[config.mk]
export PLATFORM = sky130hd
export DESIGN_NAME = memory_cycle_responder_flat
export DESIGN_NICKNAME = d
export VERILOG_FILES = /design/src/rtl/memory_cycle_responder_if.sv /design/src/rtl/memory_cycle_responder.sv /design/src/flat_wrapper.sv
export SDC_FILE = /design/constraint.sdc
export NUM_CORES = 1
export LEC_CHECK = 0
export CORE_UTILIZATION = 44
export CTS_CLUSTER_DIAMETER = 200
export DETAILED_ROUTE_END_ITERATION = 10
export MAX_ROUTING_LAYER = met4
export PLACE_DENSITY_LB_ADDON = 0.12
export SLEW_MARGIN = 20
export SYNTH_ARGS = -nofsm -noshare
export SYNTH_HDL_FRONTEND = slang
export SYNTH_SLANG_ARGS = --single-unit
[constraint.sdc]
create_clock -name clock -period 4.35 [get_ports clock]
set_input_delay 0.6525 -clock clock [delete_from_list [all_inputs] [get_ports clock]]
set_output_delay 0.6525 -clock clock [all_outputs]
set_load 0.02 [all_outputs]
[src/rtl/memory_cycle_responder_if.sv]
// Data-memory bus between the cycle responder (master) and the memory (slave).
interface memory_cycle_responder_if;
  logic [29:0] bus_address;
  logic [31:0] bus_data_out;
  logic [3:0]  bus_data_strobes;
  logic        bus_read;
  logic        bus_write;
  logic [31:0] bus_data_in;
  logic        bus_ack;

  modport master (
    output bus_address, bus_data_out, bus_data_strobes, bus_read, bus_write,
    input  bus_data_in, bus_ack
  );

  modport slave (
    input  bus_address, bus_data_out, bus_data_strobes, bus_read, bus_write,
    output bus_data_in, bus_ack
  );
endinterface

[src/rtl/memory_cycle_responder.sv]
// Runs one data-memory bus cycle per pipeline request: checks alignment,
// drives big-endian strobes and lane-replicated store data, waits for
// bus_ack (with timeout) and returns zero-extended load data.
//
// state  | meaning
// IDLE   | waiting for a valid request, bus released
// ACCESS | bus_read/bus_write asserted, waiting for bus_ack
// DONE   | cycle_done pulse after a successful cycle
// ERROR  | cycle_done + bus_error pulse (misaligned, reserved width, timeout)
module memory_cycle_responder #(
  parameter int unsigned TIMEOUT_CYCLES = 16
) (
  input  logic                       clock,
  input  logic                       reset,
  input  logic                       memory_access_cycle,
  input  logic                       memory_read,
  input  logic                       memory_write,
  input  logic [1:0]                 memory_cycle_width,
  input  logic [31:0]                address,
  input  logic [31:0]                write_data,
  memory_cycle_responder_if.master   bus,
  output logic [31:0]                read_data,
  output logic                       cycle_done,
  output logic                       bus_busy,
  output logic                       bus_error
);

  typedef enum logic [1:0] {
    IDLE   = 2'd0,
    ACCESS = 2'd1,
    DONE   = 2'd2,
    ERROR  = 2'd3
  } state_t;

  localparam logic [1:0] WIDTH_BYTE = 2'd0;
  localparam logic [1:0] WIDTH_WORD = 2'd1;
  localparam logic [1:0] WIDTH_LONG = 2'd2;
  localparam logic [4:0] TIMEOUT_LAST = 5'(TIMEOUT_CYCLES - 1);

  state_t      state;
  logic [4:0]  timeout_count;
  logic [1:0]  access_width;
  logic [1:0]  access_offset;

  logic        request;
  logic        bad_request;
  logic [3:0]  strobes_next;
  logic [31:0] data_out_next;
  logic [31:0] lane_data;

  // Decode the incoming request into bus strobes/data and an error flag.
  always_comb begin
    request       = memory_access_cycle & (memory_read ^ memory_write);
    bad_request   = 1'b0;
    strobes_next  = 4'b0000;
    data_out_next = write_data;
    case (memory_cycle_width)
      WIDTH_BYTE: begin
        case (address[1:0])
          2'd0:    strobes_next = 4'b1000;
          2'd1:    strobes_next = 4'b0100;
          2'd2:    strobes_next = 4'b0010;
          default: strobes_next = 4'b0001;
        endcase
        data_out_next = {4{write_data[7:0]}};
      end
      WIDTH_WORD: begin
        bad_request   = address[0];
        strobes_next  = address[1] ? 4'b0011 : 4'b1100;
        data_out_next = {2{write_data[15:0]}};
      end
      WIDTH_LONG: begin
        bad_request   = (address[1:0] != 2'd0);
        strobes_next  = 4'b1111;
      end
      default: bad_request = 1'b1;
    endcase
  end

  // Pick the strobed lane(s) of the returning read data, zero-extended.
  always_comb begin
    lane_data = bus.bus_data_in;
    case (access_width)
      WIDTH_BYTE: begin
        case (access_offset)
          2'd0:    lane_data = {24'd0, bus.bus_data_in[31:24]};
          2'd1:    lane_data = {24'd0, bus.bus_data_in[23:16]};
          2'd2:    lane_data = {24'd0, bus.bus_data_in[15:8]};
          default: lane_data = {24'd0, bus.bus_data_in[7:0]};
        endcase
      end
      WIDTH_WORD:
        lane_data = access_offset[1] ? {16'd0, bus.bus_data_in[15:0]}
                                     : {16'd0, bus.bus_data_in[31:16]};
      default: lane_data = bus.bus_data_in;
    endcase
  end

  // Cycle sequencer with registered bus and status outputs.
  always_ff @(posedge clock or posedge reset) begin
    if (reset) begin
      state                <= IDLE;
      timeout_count        <= 5'd0;
      access_width         <= 2'd0;
      access_offset        <= 2'd0;
      bus.bus_address      <= 30'd0;
      bus.bus_data_out     <= 32'd0;
      bus.bus_data_strobes <= 4'd0;
      bus.bus_read         <= 1'b0;
      bus.bus_write        <= 1'b0;
      read_data            <= 32'd0;
      cycle_done           <= 1'b0;
      bus_busy             <= 1'b0;
      bus_error            <= 1'b0;
    end else begin
      cycle_done <= 1'b0;
      bus_error  <= 1'b0;
      case (state)
        IDLE: begin
          bus_busy <= 1'b0;
          if (request) begin
            bus_busy <= 1'b1;
            if (bad_request) begin
              state      <= ERROR;
              cycle_done <= 1'b1;
              bus_error  <= 1'b1;
            end else begin
              state                <= ACCESS;
              timeout_count        <= 5'd0;
              access_width         <= memory_cycle_width;
              access_offset        <= address[1:0];
              bus.bus_address      <= address[31:2];
              bus.bus_data_strobes <= strobes_next;
              bus.bus_data_out     <= data_out_next;
              bus.bus_read         <= memory_read;
              bus.bus_write        <= memory_write;
            end
          end
        end
        ACCESS: begin
          // An ack on the final timeout cycle still completes normally.
          if (bus.bus_ack) begin
            state         <= DONE;
            bus.bus_read  <= 1'b0;
            bus.bus_write <= 1'b0;
            cycle_done    <= 1'b1;
            if (bus.bus_read) read_data <= lane_data;
          end else if (timeout_count == TIMEOUT_LAST) begin
            state         <= ERROR;
            bus.bus_read  <= 1'b0;
            bus.bus_write <= 1'b0;
            cycle_done    <= 1'b1;
            bus_error     <= 1'b1;
          end else begin
            timeout_count <= timeout_count + 5'd1;
          end
        end
        DONE: begin
          state    <= IDLE;
          bus_busy <= 1'b0;
        end
        default: begin
          state    <= IDLE;
          bus_busy <= 1'b0;
        end
      endcase
    end
  end

endmodule

[src/flat_wrapper.sv]
// flat-port wrapper written by rule: the top's interface ports become plain ports
module memory_cycle_responder_flat 
#(
  parameter int unsigned TIMEOUT_CYCLES = 16
)
  (clock, reset, memory_access_cycle, memory_read, memory_write, memory_cycle_width, address, write_data, read_data, cycle_done, bus_busy, bus_error, bus_bus_address, bus_bus_data_out, bus_bus_data_strobes, bus_bus_read, bus_bus_write, bus_bus_data_in, bus_bus_ack);
  memory_cycle_responder_if bus_i ();
  input  logic clock;
  input  logic reset;
  input  logic memory_access_cycle;
  input  logic memory_read;
  input  logic memory_write;
  input  logic [1:0] memory_cycle_width;
  input  logic [31:0] address;
  input  logic [31:0] write_data;
  output logic [31:0] read_data;
  output logic cycle_done;
  output logic bus_busy;
  output logic bus_error;
  output wire logic [$bits(bus_i.bus_address)-1:0] bus_bus_address;
  output wire logic [$bits(bus_i.bus_data_out)-1:0] bus_bus_data_out;
  output wire logic [$bits(bus_i.bus_data_strobes)-1:0] bus_bus_data_strobes;
  output wire logic [$bits(bus_i.bus_read)-1:0] bus_bus_read;
  output wire logic [$bits(bus_i.bus_write)-1:0] bus_bus_write;
  input wire logic [$bits(bus_i.bus_data_in)-1:0] bus_bus_data_in;
  input wire logic [$bits(bus_i.bus_ack)-1:0] bus_bus_ack;
  assign bus_bus_address = bus_i.bus_address;
  assign bus_bus_data_out = bus_i.bus_data_out;
  assign bus_bus_data_strobes = bus_i.bus_data_strobes;
  assign bus_bus_read = bus_i.bus_read;
  assign bus_bus_write = bus_i.bus_write;
  assign bus_i.bus_data_in = bus_bus_data_in;
  assign bus_i.bus_ack = bus_bus_ack;
  memory_cycle_responder #(.TIMEOUT_CYCLES(TIMEOUT_CYCLES)) u_core (.clock(clock), .reset(reset), .memory_access_cycle(memory_access_cycle), .memory_read(memory_read), .memory_write(memory_write), .memory_cycle_width(memory_cycle_width), .address(address), .write_data(write_data), .bus(bus_i), .read_data(read_data), .cycle_done(cycle_done), .bus_busy(bus_busy), .bus_error(bus_error));
endmodule
# Word level (Yosys, flattened, before mapping)
# Index checks and enable logic that the tools add are counted.
[totals]
inputBits = 104
out_inout_bits = 103
ff_bits = 114
wordCells = 78
[op_classes]
add_sub_neg = 1
mux = 35
eq_ne = 14
n_reduce_logical = 12
bitwise_logic = 3
[ops]
columns = ["op", "n"]
rows = [
  ["case mux 32 bit (2 select lines)", 2],
  ["case mux 4 bit (3 select lines)", 2],
  ["case mux 8 bit (3 select lines)", 1],
  ["two-way mux 5 bit", 4],
  ["two-way mux 16 bit", 1],
  ["two-way mux 1 bit", 12],
  ["equality test 2 x 1 -> 1 bit (second input constant)", 5],
  ["zero test 2 bit", 5],
  ["case mux 1 bit (2 select lines)", 5],
  ["case mux 5 bit (2 select lines)", 1],
  ["two-way mux 2 bit", 4],
  ["equality test 2 bit (second input constant)", 3],
  ["!= test 2 bit (second input constant)", 3],
  ["AND reduction 3 bit", 2],
  ["adder 5 x 1 -> 5 bit (second input constant)", 1],
  ["equality test 5 x 4 -> 1 bit (second input constant)", 1],
  ["AND reduction 5 bit", 1],
  ["two-way mux 4 bit", 1],
  ["case mux 2 bit (2 select lines)", 1],
  ["AND reduction 4 bit", 1],
  ["nonzero test 2 bit", 2],
  ["!= test 3 x 2 -> 1 bit (second input constant)", 1],
  ["case mux 1 bit (3 select lines)", 1],
  ["!= test 2 x 1 -> 1 bit (second input constant)", 1],
  ["other kinds (4)", 4],
]

# Logic depth before layout (Yosys ltp)
# Gate-level depths: netlist of run 1.
[logic_depth]
depth_word = 5
depth_mapped = 7
depth_no_buf = 7

# Least setup slack after synthesis of run 1
# OpenSTA, ideal clock, no wires.
[synth_timing]
path_type = "in2reg"
startpoint = "input port memory_cycle_width[0]"
endpoint = "register u_core.bus.bus_data_out[3]"
setup_time_ns = 0.127
n_path_buf = 2
required_ns = 4.223
stages = 6
setup_slack_ns = 2.084
arrival_ns = 2.139
cell_sequence = "buf_2 nor3_2 nor2_1 nor4_4 buf_6 mux2_1"
[synth_between]
elab_chain_cells = 4
word_cells_on_any_way = 6
classes_between = "2 x eq/ne; 1 x mux; 1 x bitwise; 2 x reduce/logical"
[synth_lines]
columns = ["element", "line_no", "text"]
rows = [
  ["from (decl)", "flat_wrapper.sv:13", "input logic [1:0] memory_cycle_width;"],
  ["equality test 2 bit, or another cell as far along", "memory_cycle_responder.sv:57", "case (memory_cycle_width)"],
  ["case mux 1 bit (3 select lines) (*)", "memory_cycle_responder.sv:57", ""],
  ["NOT 1 bit (no source line) (*)", "n/a", ""],
  ["AND reduction 3 bit (no source line) (*)", "n/a", ""],
  ["to (signal assigned)", "memory_cycle_responder.sv:134", "bus.bus_data_out <= data_out_next;"],
  ["to (decl)", "memory_cycle_responder_if.sv:12", "output bus_address, bus_data_out, bus_data_strobes, bus_read, bus_write,"],
]
# Every way passes the cells marked *; elsewhere a longest branch is shown, timed or not.
# A chain may end at the register's enable or synchronous reset.

# Worst setup path after layout of run 1
[layout_timing]
startpoint = "input port memory_cycle_width[1]"
endpoint = "register u_core.bus.bus_data_out[2]"
# The elaborated chain is that of the path after synthesis.

==> results.md, run 1 <==
- Flop2flop setup slack: 2.07 ns
- Clock share of power: 22.7%
- P&R area growth vs syn: 50.4%
- # DRC: 11
- Sw frac: 35.9%
- Crit path depth: 6
- Die ar.: 12500 um^2
- Clock slew at reported path FFs: 0.05 ns
- CP endpoint kind: flop
- Post-route cell area: 8000 um^2
- First-pass GRT wire length: 23600 um
- TritonCTS buffer count: 17
- Highest Signal Layer: met4
- Max Transition Viols Final: 0
- DP Cell Count: 786
- Initial antenna violation count: 0
- Vias in the first global route: 4561
- Met2 Wirelength: 7050 um
- Critical Path Start: memory_cycle_width[1]
- Switching power total: 2030 uW
- Placed standard-cell area: 7460 um^2
- P_leak: 0.00345 uW
- FP Rows: 39
- Worst r2r src: u_core.timeout_count[0]$_DFFE_PP0P_
- Max Cap Viol: 0
- Die Height: 112 um
- Count of final hold-check violations: 0
- Clk_lat worst skew: 0.40 ns
- Synthesized area: 5320 um^2
- Total power: 5650 uW
- Clock buffer depth: 2
- Die X-Extent: 112 um
- Worst path cell trace: clkdlybuf4s50_1 > a21oi_1 > nor2_1 > nor4_4 > buf_4 > mux2_2
- Layout filler cell count: 869
- Buf+Inv Stages, Crit Path: 2
- Seq pwr share: 33.7%
- Drt pass-1 iters: 10
- CTS tree: done
- Fin crit period: 2.86 ns
- Pint: 3620 uW
- Crit path max fanout: 54
- # clock sinks: 114
- Power Dens Cells: 706 nW/um^2
- Wirelength per Cell: 17.6 um
- Clock Tree Root: clkbuf_16
- DRT met1 WL: 6010 um
- Post-synth top flop: dfrtp_1
- RSZ-0062 raised after global routing: false
- Flops & latches, synth: 114
- Via density: 5.39
- Syn avg cell area: 11.6 um^2
- CTS Hold Bufs: 0
- Failing checks: DRC
- Total number of vias: 4404
- Total track usage: 24.9%
- Max stage delay on crit path: 0.73 ns
- Post-Layout Cell Count: 817
- IO Count: 207
- Share of flip-flops with an asynchronous set or reset: 100%
- Diodes inserted: 0
- Grt ovf: 0
- Relative slew slack: 38.3%
- Reg2reg path depth: 7
- Logic gate share of total power: 43.7%
- Final setup fails: 0
- Sequential cell area fraction in the yosys report: 53.6%
- Critical Path RT: 4.64 ns
- Slowest cell on crit path: clkdlybuf4s50_1
- Ys Warns: 0
- Skew final: 0.00513 ns
- Min-Delay Path Depth: 2
- Layout cells sized above 1: 9.35%
- Syn Inst Count: 459
- Max VDD drop: 0.380 mV
- Arr. time, crit path: 3.15 ns
- Nets: 768
- Met3 wire length: 1180 um
- Run status: finished with violations
- Max Fclk: 350 MHz
- Crit Path Class: in2reg
- IO Port Bufs: 206
- Post-CTS Resized: 0
- Reg area: 2850 um^2
- Synthesized Nets: 565
- Largest net degree at the start of global routing: 69
- CP startpoint kind: primary input
- Post-synth EDFFs: 0
- # Post-CTS Setup Buffers: 0
- Initial DRC count: 387
- Final wirelength: 14400 um
- Reg-to-reg critical path endpoint: u_core.timeout_count[3]$_DFFE_PP0P_
- Crit path max-delay family: buffers and inverters
- Area of the multi-input gates: 2250 um^2
- Setup tns final: 0 ns
- Pin slew with the least headroom to its limit: 0.922 ns
- Routability cong.: 0.826
- Worst setup endpoint: u_core.bus.bus_data_out[2]$_DFFE_PP0P_
- Total core area: 11600 um^2
- Fin crit share: 65.7%
- Post-DP HPWL: 10100 um
- Post-route ant nets: 0
- Hold Crit Class: reg2reg
- Synth cell types: 43
- Initial Utilization: 45.8%
- H-tree depth: 4
[Yosys cell counts, types with 2 or more instances]
library cell	count	area, um^2
a21oi_1	14	70.1
a221oi_1	8	70.1
a22o_1	16	140
a32oi_1	4	35.0
buf_1	2	7.51
buf_2	2	10.0
buf_6	7	78.8
clkbuf_1	20	75.1
dfrtp_1	114	2850
ha_1	2	25.0
inv_1	11	41.3
mux2_1	65	732
mux2_2	23	259
mux2i_1	11	110
nand2_1	55	206
nand2b_1	2	12.5
nand3_1	16	80.1
nand3b_1	5	37.5
nor2_1	24	90.1
nor2b_1	3	18.8
nor3_1	3	15.0
o21ai_0	22	110
o22ai_1	4	25.0
or3_1	3	18.8
or4_1	5	37.5
[logic make-up (layout without fill, tap and decap cells)]
kind of cell / count (synthesis) / in the layout / share of synthesized area (%)
adder cells (fa/ha/maj): 2 / 2 / 0.470
buffers and inverters: 42 / 257 / 4.00
XOR/XNOR: 2 / 2 / 0.329
multiplexers: 99 / 99 / 20.7
AO/OA/AOI/OAI: 76 / 76 / 9.72
flip-flops: 114 / 114 / 53.6
AND/OR/NAND/NOR: 124 / 124 / 11.2
[metal layers]
layer	up-vias	GRT usage, %
li1	2046	-
met1	2165	30.7
met2	180	39.6
met3	13	6.86
met4	0	8.71
met5	-	-
[registers in the layout, summed over array words and instances (netlist names)]
name / cells
u_core.access_offset: 2
u_core.bus.bus_data_out: 32
u_core.bus.bus_read: 1
u_core.bus.bus_address: 30
u_core.access_width: 2
u_core.bus_busy: 1
u_core.state: 2
u_core.timeout_count: 5
u_core.bus.bus_write: 1
u_core.read_data: 32
u_core.cycle_done: 1
u_core.bus.bus_data_strobes: 4
u_core.bus_error: 1
[placed cells by master, fill, tap and decap left out, types with 2 or more instances in the layout]
cell	instances
a21oi_1	14
or4_1	5
a221oi_1	8
nand2b_1	2
nor3_1	3
a22o_1	16
clkinv_2	5
mux2_1	65
inv_1	10
mux2i_1	11
nand3_1	16
o21ai_0	22
ha_1	2
buf_4	9
nand3b_1	5
nor2b_1	3
nand2_1	55
clkbuf_16	17
clkbuf_1	5
o22ai_1	4
dfrtp_1	114
nor2_1	24
mux2_2	23
or3_1	3
a32oi_1	4
clkdlybuf4s50_1	206
clkbuf_8	3
[power by group through the flow]
stage          Clock, uW  Combinational (uW)  Sequential (uW)
4_1_cts             1300                2490             1900
3_5_place_dp           0                2480             1910
2_1_floorplan          0                 725             2400
6_report            1280                2470             1900
5_1_grt             1350                2630             1980
3_3_place_gp           0                2440             1880
[per-stage QoR]
stage | util (%) | hold slack, ns | worst slack [ns]
finish | 68.9 | 0.463 | 1.49
global route | 68.9 | 0.494 | 1.34
CTS | 68.9 | 0.467 | 1.46
detailed placement | 64.2 | 0.459 | 1.09
global placement | 64.2 | 0.450 | 1.15
floorplan | - | 0.466 | 0.682
[worst reg2reg max path, stage by stage (launching register included)]
cell	delay [ns]
dfrtp_1	0.40
ha_1	0.23
and3_1	0.20
ha_1	0.22
nor3b_1	0.53
nand4_1	0.21
or3_1	0.34
o211ai_1	0.08
[layout make-up]
| cell class | instances | area share [%] |
|---|---|---|
| Clock buffer | 25 | 6.07 |
| Inverter | 11 | 0.547 |
| Multi-Input combinational cell | 303 | 28.2 |
| Tap cell | 143 | 2.24 |
| Timing Repair Buffer | 215 | 26.6 |
| Sequential cell | 114 | 35.7 |
| Clock inverter | 6 | 0.688 |
[worst min path at each step]
stage | from | to
floorplan | u_core.timeout_count[4]$_DFFE_PP0P_ | u_core.timeout_count[4]$_DFFE_PP0P_
finish | u_core.read_data[20]$_DFFE_PP0P_ | u_core.read_data[20]$_DFFE_PP0P_
global route | u_core.read_data[29]$_DFFE_PP0P_ | u_core.read_data[29]$_DFFE_PP0P_
CTS | u_core.read_data[30]$_DFFE_PP0P_ | u_core.read_data[30]$_DFFE_PP0P_
global placement | u_core.read_data[21]$_DFFE_PP0P_ | u_core.read_data[21]$_DFFE_PP0P_
detailed placement | u_core.read_data[27]$_DFFE_PP0P_ | u_core.read_data[27]$_DFFE_PP0P_
Note: power is estimated with default switching activity, not from simulation.
==> run 2: changes to the inputs <==
--- a/config.mk
+++ b/config.mk
@@ -5,7 +5,7 @@
 export SDC_FILE = /design/constraint.sdc
 export NUM_CORES = 1
 export LEC_CHECK = 0
-export CORE_UTILIZATION = 44
+export CORE_UTILIZATION = 40
 export CTS_CLUSTER_DIAMETER = 200
 export DETAILED_ROUTE_END_ITERATION = 10
 export MAX_ROUTING_LAYER = met4
==> constraint.sdc (replaced) <==
create_clock -name clock -period 2.5 [get_ports clock]
set_input_delay 0.375 -clock clock [delete_from_list [all_inputs] [get_ports clock]]
set_output_delay 0.375 -clock clock [all_outputs]
set_load 0.02 [all_outputs]
==> run 2 against run 1 <==
The flow now finishes without violations. Clock-buffer cell count decreased by 7. Total power increased by 82%. Core utilization decreased by 4.4 points. Critical path depth increased by 2. Global-route usage decreased by 3.4 points. First-iteration DRC count decreased by 49%. Clock power increased by 110%. Hold slack got worse by 0.0046 ns. Sequential share of layout area decreased by 1.0 points. Final cell count increased by 4.8%. Wire length decreased by 3.1%. Die area increased by 9.8%. Largest power group unchanged.
==> results.md, run 2 (synthesis results as in run 1) <==
- Run status: finished clean
- Via density: 5.05
- Arr. time, crit path: 2.38 ns
- Max Fclk: 487 MHz
- Fin crit share: 82.2%
- Power Dens Cells: 1250 nW/um^2
- Skew final: 0.00506 ns
- Largest net degree at the start of global routing: 115
- Max VDD drop: 0.583 mV
- Total core area: 12800 um^2
- Crit path max fanout: 6
- Clock slew at reported path FFs: 0.05 ns
- Post-route ant nets: 0
- Post-DP HPWL: 9980 um
- Initial antenna violation count: 0
- Slowest cell on crit path: dfrtp_1
- DP Cell Count: 824
- First-pass GRT wire length: 22700 um
- Commonest non-fill, non-tap cells in the layout: clkdlybuf4s50_1, dfrtp_1, mux2_1
- Routability cong.: 0.835
- Total number of vias: 4325
- Setup tns final: 0 ns
- Grt ovf: 0
- Nets: 777
- Die X-Extent: 117 um
- TritonCTS buffer count: 17
- CTS Hold Bufs: 0
- Wirelength per Cell: 16.3 um
- Total track usage: 21.6%
- H-tree depth: 4
- Final setup fails: 0
- Crit Path Class: reg2reg
- Most common cell after layout, fill and taps aside: clkdlybuf4s50_1
- Largest regs: u_core.bus.bus_data_out: 32 flops, u_core.read_data: 32 flops, u_core.bus.bus_address: 30 flops
- Layout cells sized above 1: 11.4%
- IO Port Bufs: 206
- FP Rows: 41
- Initial DRC count: 196
- Max Cap Viol: 0
- Max Transition Viols Final: 0
- Area of the multi-input gates: 2250 um^2
- Buf+Inv Stages, Crit Path: 1
- # clock sinks: 114
- Die Height: 117 um
- Relative slew slack: 58.6%
- IO Count: 207
- Clock Tree Root: clkbuf_16
- Reg area: 2850 um^2
- Hold Crit Class: reg2reg
- Fin crit period: 2.05 ns
- CTS tree: done
- Cell mode on critical path: ha_1
- Die ar.: 13800 um^2
- Clock buffer depth: 2
- Layout filler cell count: 1021
- Pin slew with the least headroom to its limit: 0.621 ns
- P&R area growth vs syn: 54.9%
- # DRC: 0
- RSZ-0062 raised after global routing: false
- P_leak: 0.00354 uW
- CP startpoint kind: flop
- Diodes inserted: 0
- Critical Path RT: 2.82 ns
- Post-CTS Resized: 0
- Final wirelength: 14000 um
- Post-Place Worst Slack: 0.103 ns
- Post-Layout Cell Count: 856
- Setup WS post-layout: 0.446 ns
- Vias in the first global route: 4501
- Worst path cell trace: ha_1 > and3_1 > ha_1 > nor3b_1 > buf_4 > nand4_1 > or3_1 > o211ai_1
- Count of final hold-check violations: 0
- Drt pass-1 iters: 4
- CP endpoint kind: flop
- Clk_lat worst skew: 0.41 ns
- Max stage delay on crit path: 0.40 ns
- Min Hold Slack: 0.459 ns
- Initial Utilization: 41.6%
- # Post-CTS Setup Buffers: 0
- Crit path max-delay family: simple AND/OR/NAND/NOR gates
==> run 2: worst paths after layout <==
check                                                    start                                endpoint  slack (ns)  depth (start not counted)
hold / removal                u_core.read_data[26]$_DFFE_PP0P_        u_core.read_data[26]$_DFFE_PP0P_        0.46                          2
hold reg to reg               u_core.read_data[26]$_DFFE_PP0P_        u_core.read_data[26]$_DFFE_PP0P_        0.46                          2
setup / recovery           u_core.timeout_count[0]$_DFFE_PP0P_     u_core.timeout_count[3]$_DFFE_PP0P_        0.45                          8
max in group asynchronous                                reset   u_core.bus.bus_address[2]$_DFFE_PP0P_        1.53                          3
min in group asynchronous                                reset  u_core.bus.bus_address[14]$_DFFE_PP0P_        0.49                          3
setup reg to reg           u_core.timeout_count[0]$_DFFE_PP0P_     u_core.timeout_count[3]$_DFFE_PP0P_        0.45                          8
==> run 2: power breakdown <==
part	switching [uW]	internal [uW]	total, uW
combinational	2130	2210	4340
sequential	577	2720	3300
clock	857	1790	2650
==> run 2: tightest hold or removal path, stage by stage (launching register included) <==
cell and delay [ns]:
dfrtp_1 0.33, nand2_1 0.05, nand2_1 0.04
==> run 2: per-stage QoR <==
| step | utilization, % | cell area (um^2) | power, uW |
|---|---|---|---|
| after floorplan | - | 5320 | 5440 |
| after global placement | 59.4 | 7590 | 7580 |
| after detailed placement | 59.4 | 7590 | 7680 |
| after CTS | 64.5 | 8240 | 10400 |
| after global routing | 64.5 | 8240 | 10800 |
| final | 64.5 | 8240 | 10300 |
==> run 2: final cells by class <==
| cell class | count | share of cell area (%) |
|---|---|---|
| flip-flops and latches | 114 | 34.6 |
| multi-input cells | 303 | 27.4 |
| repair buffers | 224 | 27.0 |
| clock buffers | 18 | 5.33 |
| well taps | 172 | 2.61 |
| clock inverters | 14 | 2.55 |
| inverters | 11 | 0.547 |
==> run 2: per-layer routing <==
| layer | track usage, % | wire [um] | vias up |
|---|---|---|---|
| li1 | - | - | 2065 |
| met1 | 25.0 | 5860 | 2084 |
| met2 | 35.0 | 6850 | 162 |
| met3 | 7.30 | 1040 | 14 |
| met4 | 7.14 | 216 | 0 |
| met5 | - | 0 | - |
